File: src/rtl/ucu_pe_v2.sv
// Systolic PE with a stride-delay input chain, saturating MAC, and ping-pong output banks.
// The inactive bank is drained over a valid/ready port; bank swaps are refused while a drain is running.
module ucu_pe_v2 #(
  parameter int FW         = 8,
  parameter int AW         = 32,
  parameter int DEPTH      = 32,
  parameter int MAX_STRIDE = 4,
  parameter int IS_BOTTOM  = 0
) (
  input  logic                     clock,
  input  logic                     resetN,
  input  logic                     freeze,
  input  logic [2:0]               in_sel,
  input  logic [1:0]               stride,
  input  logic [FW-1:0]            x_bus,
  input  logic                     x_valid,
  input  logic [FW-1:0]            shift_e,
  input  logic [FW-1:0]            shift_s,
  input  logic [FW-1:0]            w,
  input  logic [AW-1:0]            psum_low,
  input  logic                     acc_we,
  input  logic [$clog2(DEPTH)-1:0] wr_pos,
  input  logic [$clog2(DEPTH)-1:0] rd_pos,
  input  logic                     do_scale,
  input  logic [4:0]               scale,
  input  logic                     swap,
  input  logic                     drain_start,
  input  logic                     drain_ready,
  output logic [FW-1:0]            shift_w,
  output logic [FW-1:0]            shift_n,
  output logic [AW-1:0]            psum_up,
  output logic [AW-1:0]            drain_data,
  output logic                     drain_valid,
  output logic                     drain_busy,
  output logic                     drain_done,
  output logic                     swap_err,
  output logic                     bank
);

  localparam int PW  = $clog2(DEPTH);
  localparam int CH  = (MAX_STRIDE > 1) ? MAX_STRIDE - 1 : 1;
  localparam int SW  = AW + 2;
  localparam int PRW = 2 * FW;

  typedef enum logic [2:0] {
    SEL_HOLD   = 3'd0,
    SEL_X      = 3'd1,
    SEL_BACKUP = 3'd2,
    SEL_E      = 3'd3,
    SEL_S      = 3'd4
  } sel_t;

  typedef enum logic {D_IDLE, D_STREAM} dstate_t;

  logic [FW-1:0] inputf, shift, backup, e_tap;
  logic [FW-1:0] d [CH];
  logic [1:0]    eff;

  logic [AW-1:0] mem [2][DEPTH];

  logic signed [AW-1:0]  psum, psum_s, low;
  logic signed [PRW-1:0] prod;
  logic signed [SW-1:0]  sum;

  dstate_t       state, state_n;
  logic [PW-1:0] ptr, ptr_n;
  logic          done_q, done_n, err_q, err_n, bank_n;

  assign shift_w = inputf;
  assign shift_n = shift;

  // Stride values beyond the chain length clamp to the longest tap.
  always_comb begin
    eff = (32'(stride) >= 32'(MAX_STRIDE)) ? 2'(MAX_STRIDE - 1) : stride;
    e_tap = shift_e;
    for (int unsigned k = 0; k < CH; k++)
      if (MAX_STRIDE > 1 && 32'(eff) == k + 1) e_tap = d[k];
  end

  always_ff @(posedge clock) begin
    if (!resetN) begin
      inputf <= '0;
      shift  <= '0;
      backup <= '0;
      for (int unsigned k = 0; k < CH; k++) d[k] <= '0;
    end else begin
      if (x_valid) backup <= x_bus;
      if (!freeze) begin
        case (in_sel)
          SEL_X: inputf <= x_bus;
          SEL_BACKUP: begin
            inputf <= backup;
            shift  <= backup;
            for (int unsigned k = 0; k < CH; k++) d[k] <= backup;
          end
          SEL_E: begin
            d[0] <= shift_e;
            for (int unsigned k = 1; k < CH; k++) d[k] <= d[k-1];
            inputf <= e_tap;
          end
          SEL_S: begin
            inputf <= shift_s;
            shift  <= shift_s;
          end
          default: ;
        endcase
      end
    end
  end

  // MAC: three AW-range terms fit in AW+2 bits, so overflow shows in the top three bits.
  always_comb begin
    psum   = mem[bank][rd_pos];
    psum_s = do_scale ? (psum >>> scale) : psum;
    low    = (IS_BOTTOM != 0) ? '0 : psum_low;
    prod   = PRW'($signed(inputf)) * PRW'($signed(w));
    sum    = SW'(psum_s) + SW'(prod) + SW'(low);
    if (sum[SW-1:AW-1] == '0 || sum[SW-1:AW-1] == '1)
      psum_up = sum[AW-1:0];
    else if (sum[SW-1])
      psum_up = {1'b1, {(AW-1){1'b0}}};
    else
      psum_up = {1'b0, {(AW-1){1'b1}}};
  end

  always_ff @(posedge clock) begin
    if (resetN && acc_we && !freeze) mem[bank][wr_pos] <= psum_up;
  end

  assign drain_data = mem[~bank][ptr];

  always_ff @(posedge clock) begin
    if (!resetN) begin
      state  <= D_IDLE;
      ptr    <= '0;
      done_q <= 1'b0;
      err_q  <= 1'b0;
      bank   <= 1'b0;
    end else begin
      state  <= state_n;
      ptr    <= ptr_n;
      done_q <= done_n;
      err_q  <= err_n;
      bank   <= bank_n;
    end
  end

  always_comb begin
    state_n = state;
    ptr_n   = ptr;
    done_n  = 1'b0;
    err_n   = 1'b0;
    bank_n  = bank;
    case (state)
      D_IDLE: if (drain_start) begin
        state_n = D_STREAM;
        ptr_n   = '0;
      end
      D_STREAM: if (drain_ready) begin
        if (ptr == PW'(DEPTH - 1)) begin
          state_n = D_IDLE;
          ptr_n   = '0;
          done_n  = 1'b1;
        end else begin
          ptr_n = ptr + 1'b1;
        end
      end
      default: state_n = D_IDLE;
    endcase
    if (swap) begin
      if (state == D_IDLE && !drain_start) bank_n = ~bank;
      else err_n = 1'b1;
    end
    drain_valid = resetN && (state == D_STREAM);
    drain_busy  = resetN && (state == D_STREAM);
    drain_done  = resetN && done_q;
    swap_err    = resetN && err_q;
  end

endmodule
File: config.mk
export PLATFORM = sky130hd
export DESIGN_NAME = ucu_pe_v2
export DESIGN_NICKNAME = d
export VERILOG_FILES = /design/src/rtl/ucu_pe_v2.sv
export SDC_FILE = /design/constraint.sdc
export NUM_CORES = 2
export LEC_CHECK = 0
export CORE_UTILIZATION = 55
export CTS_CLUSTER_DIAMETER = 150
export DETAILED_ROUTE_END_ITERATION = 10
export PLACE_DENSITY_LB_ADDON = 0.1
export RECOVER_POWER = 100
export SYNTH_ARGS = -nofsm -noshare
export SYNTH_HDL_FRONTEND = slang
export SYNTH_SLANG_ARGS = --single-unit
File: constraint.sdc
create_clock -name clock -period 16 [get_ports clock]
set_input_delay 3.2 -clock clock [delete_from_list [all_inputs] [get_ports clock]]
set_output_delay 3.2 -clock clock [all_outputs]
set_load 0.01 [all_outputs]
==> Word-level counts from Yosys, hierarchy flattened <==
Memories as Yosys holds them, arrays and structs flattened. A register that Yosys moved wholly into a read port is not among the register bits.
Cells that the tools add are included.
{ "classes": {"n_addsub": 3, "n_mul": 1, "n_lt_le_gt_ge": 4, "n_eq_ne": 11, "shift": 1, "n_mux": 45, "bitwise": 12, "reduce_logical": 19} }
{ "ops": {"columns": ["operator", "n"], "rows": [
  ["$mux 1024", 1],
  ["$bmux 32 s5", 2],
  ["$mux 32", 8],
  ["$demux 32 s5", 1],
  ["$mux 8", 9],
  ["$add 33x32->34", 1],
  ["$add 32x16->33", 1],
  ["$pmux 8 s4", 1],
  ["$sshr 32x5->32", 1],
  ["$ge 6x6->1 const B", 3],
  ["$not 5->6", 3],
  ["$mux 1", 17],
  ["$mul 8x8->16", 1],
  ["$pmux 8 s2", 1],
  ["$mux 5", 3],
  ["$pmux 5 s2", 1],
  ["$reduce_and 2->1", 5],
  ["$logic_and 1x1->1", 7],
  ["$eq 3x2->1 const B", 2],
  ["$eq 3x3->1 const B", 2],
  ["$lt 6x1->1 const B", 1],
  ["$or 1x1->1", 6],
  ["$add 5x1->5 const B", 1],
  ["$eq 5x5->1 const B", 1],
  ["other kinds (12)", 17]
]} }
{ "word_totals": {"reg_bits": 33, "ramBits": 2072, "output_inout_bits": 85, "mem_count": 2} }
{ "memory_table": {"columns": ["memory", "words", "word_bits", "rd", "rd_clocked_by_memory_dff", "write_ports", "line_no", "source"], "rows": [
  ["mem", 2, 1024, 2, 1, 1, "59", "logic [AW-1:0] mem [2][DEPTH];"],
  ["d", 3, 8, 3, 0, 3, "56", "logic [FW-1:0] d [CH];"]
]} }

==> Depth between registers and ports, before layout <==
{ "logic_depth": {"word_depth": 11, "depth_mapped": 34} }

==> Worst setup path before layout <==
OpenSTA, ideal clock, no wires.
{ "synth_timing": {"kind": "input -> output", "startpoint": "input rd_pos[1]", "endpoint": "output psum_up[20]", "arrival_ps": 12469, "required_time_ps": 12800, "slack_ps": 331, "cell_stages": 31, "n_path_buf": 6, "cell_sequence": "buf_2 -> buf_4 -> buf_2 -> buf_2 -> buf_2 -> mux4_2 -> o221ai_1 -> a31oi_1 -> nor2_1 -> nor2_1 -> mux2_2 -> mux4_2 -> mux2i_1 -> o211ai_1 -> ha_1 -> fa_1 -> inv_1 -> fa_1 -> inv_1 -> ha_1 -> nand3_1 -> nor2_1 -> a221o_1 -> a311o_1 -> a32o_1 -> a21oi_1 -> nor3_1 -> a311oi_1 -> a21oi_1 -> clkbuf_1 -> o31ai_1"} }
{ "synth_between": {"elab_chain_cells": 11} }
{ "synth_lines": {"columns": ["item", "line_no", "source"], "rows": [
  ["from (decl)", "23", "input logic [$clog2(DEPTH)-1:0] rd_pos,"],
  ["$not 5->6 (implied by the code) (*)", "113", "psum = mem[bank][rd_pos];"],
  ["$bmux 32 s5 (*)", "113", null],
  ["$mux 32 (implied by the code) (*) (2 in series)", "113", null],
  ["$sshr 32x5->32", "114", "psum_s = do_scale ? (psum >>> scale) : psum;"],
  ["$mux 32 (*)", "114", null],
  ["$add 32x16->33 (*)", "117", "sum = SW'(psum_s) + SW'(prod) + SW'(low);"],
  ["$add 33x32->34 (*)", "117", null],
  ["$eq 3x3->1 or $logic_not 3->1 (tied branches)", "118", "if (sum[SW-1:AW-1] == '0 || sum[SW-1:AW-1] == '1)"],
  ["$logic_or 1x1->1", "118", null],
  ["$mux 32 (*)", "118", null],
  ["to (decl)", "31", "output logic [AW-1:0] psum_up,"]
]} }
Every way passes the cells marked *; elsewhere a longest branch is shown, timed or not. The select of a mux whose other input is x is not followed.

==> Worst setup path after layout <==
{ "layout_timing": {"startpoint": "input rd_pos[0]", "endpoint": "output psum_up[7]"} }
The elaborated chain is that of the path after synthesis.

==> impl_results.md <==
- Status: finished, violations left
- Failing checks: max-capacitance violations, max-slew violations
- Part of the cycle the worst path needs: a little over nine tenths
- H-tree lvl count: 4
- Post-route minimum period: 15,770 ps
- Critical path endpoint category: output port
- Max cap viols: 123
- Layout area overhead: 12.4%
- Syn nets: 6,165
- IO Port Bufs: 177
- CTS tree: done
- Core area: 193,000 µm²
- WP data arrival: ~13,000 ps
- Io pins: 178
- Final GP Congestion: between 0.9 and 1
- RSZ-0062 raised after global routing: no
- Clock buffer depth: 3
- Slowest cell on the critical path: nand2b_1
- GRT Util Overall: 40.0%
- Worst-margin pin slew: about 5500 ps
- Largest net degree at the start of global routing: 141
- Most frequent cells in the layout: edfxtp_1, mux4_2, mux2i_1, inv_1, buf_4
- Synth Cell Area: ~110,000 µm²
- Post-synth EDFFs: 2,072
- Max-slew violations: about 4,700
- Initial Util: 55.4%
- Pwr Total: 33.6 mW
- Peak Freq: 0.0634 GHz
- Hold WC Path Type: reg2reg
- Post-route setup TNS: 0 ps
- Total number of vias: 67,066
- Layout cell share with drive strength beyond 1: 28.5%
- Initial DRT Pass Iterations: 6
- Die ar.: 196,000 µm²
- Relative slew slack: -270%
- Worst-path clk slew: around 60 ps
- Hpwl dp: 237 mm
- Die W: 443 µm
- Remaining Overflow, GRT: 0
- Clock Root Buffer: clkbuf_16
- Synth cell types: 87
- Worst EP required: 12,800 ps
- Most common cell after layout, fill and taps aside: edfxtp_1
- Critical Path Start Type: input port
- Syn Area/Cell: around 18 µm²
- Iter 0 DRT Violations: 10,563
- Sequential share of the synthesized area: 58.8%
- Row count: 161
- CP max stage delay: 710 ps
- Via-per-instance ratio: 7.53
- Final nets: 6,536
- Drt wl/cell: 43.8 µm
- Vias in the first global route: 65,227
- Post-Route WL: 390 mm
- Flops & latches, synth: between 2,000 and 2,500
- Placed instance area: ~110,000 µm²
- Kind of critical path: in2out
- Setup violations, final: 0
- Clock Skew: 51.1 ps
- Yosys warns: 0
- Clock Latency Late Sink: 910 ps
- Design area: 120,000 µm²
- Initial antenna violation count: 28
- # clock sinks: 2,106
- DRC: 0
- First-pass GRT wire length: roughly 530 mm
- Leak Pwr: 38.5 nW
- Cell area power density: approximately 280 nW/µm²
- Cts bufs inserted: 216
- Post-route ant nets: 0
- Die height: 443 µm
- FFs w/ async S/R, synth: 0%
- Fin. Hold Viols: 0
- Top_reg_cell synth: edfxtp_1
- Post-CTS Setup Inserts: 0
- Synth Instances: around 5,800
- Peak supply drop: 1.42 mV
- Crit path max fanout: 43
[critical path, delay by kind of cell]
kind / cells / cell delay, ps
AO/OA/AOI/OAI: 13 / 3280
buffers and inverters: 8 / 2230
adder cells (fa/ha/maj): 4 / 1690
AND/OR/NAND/NOR: 5 / 1460
multiplexers: 1 / 550
[area by class of cell]
class	instances	area [µm²]
clock buffers	262	5640
well taps	2526	3160
clock inverters	137	1490
flip-flops and latches	2106	62900
inverters	270	1010
fillers	13643	72600
multi-input cells	3024	41300
diodes	12	30.0
repair buffers	571	4670
[power breakdown]
group          switching (mW)  internal (mW)
logic                    10.7           3.16
clock network            2.21           2.94
registers              0.0434           14.5
total                    13.0           20.6
[cells in the mapped netlist (56+ instances only)]
library cell  instances  area share (%)
mux4_2             1062              22
buf_2                71            0.33
a21oi_1              85            0.40
edfxtp_1           2072              58
o22ai_1              73            0.43
nor2b_1              59            0.35
o21ai_0             109            0.51
ha_1                 81            0.95
clkbuf_1            189            0.66
nand2_1             180            0.63
buf_1                80            0.28
mux2_2               71            0.75
o221ai_1             58            0.48
fa_1                173             3.2
mux2i_1             276             2.6
inv_1               264            0.93
and2_1               56            0.33
nand3_1              56            0.26
nor2_1              162            0.57
[stage by stage]
stage          std cells  util, %  worst slack [ps]  hold slack [ps]
6_report            8908     62.4               231              567
2_1_floorplan       5818        -               331              532
3_5_place_dp        8497     59.2               302              555
3_3_place_gp        8497     59.2               266              545
5_1_grt             8898     62.3              33.2              602
4_1_cts             8896     62.9               250              571
[path summary, 6_finish.rpt]
check                                   end  startpoint  cells past startpoint  slack, ps
worst max-delay path             psum_up[7]   rd_pos[0]                     31        230
worst min-delay path             shift_n[0]  shift_n[0]                      3        570
worst max register to register  mem[1][264]        flop                     32       3490
worst min register to register   shift_n[0]  shift_n[0]                      3        570
[flip-flops by register name, indices dropped and copies added, names as in the netlist, named ones only]
| name | count |
|---|---|
| shift_n | 8 |
| state | 1 |
| bank | 1 |
| done_q | 1 |
| d | 24 |
| err_q | 1 |
| mem | 2048 |
| shift_w | 8 |
| backup | 8 |
| ptr | 5 |
[kinds of logic after synthesis]
family	after synthesis	synth area share, %
buffers and inverters	688	2.98
AND/OR/NAND/NOR	646	2.92
adder cells (fa/ha/maj)	254	4.19
XOR/XNOR	31	0.254
AO/OA/AOI/OAI	651	4.30
flip-flops	2106	58.8
multiplexers	1442	26.5
[what timing repair did]
| item | 4_1_cts | 5_1_grt |
|---|---|---|
| endpoints found under the setup margin | 0 | 18 |
| gates resized for setup | 0 | 3 |
| hold buffers | 0 | 0 |
| endpoints found under the hold margin | 0 | 0 |
[metal layers]
metal	track usage [%]	vias to the layer above	wire, µm
met2	57.8	5666	170000
met3	14.1	1161	60300
met4	20.6	26	25800
met1	53.9	35134	134000
met5	1.07	-	456
li1	-	25079	-
Note: power is estimated with default switching activity, not from simulation.
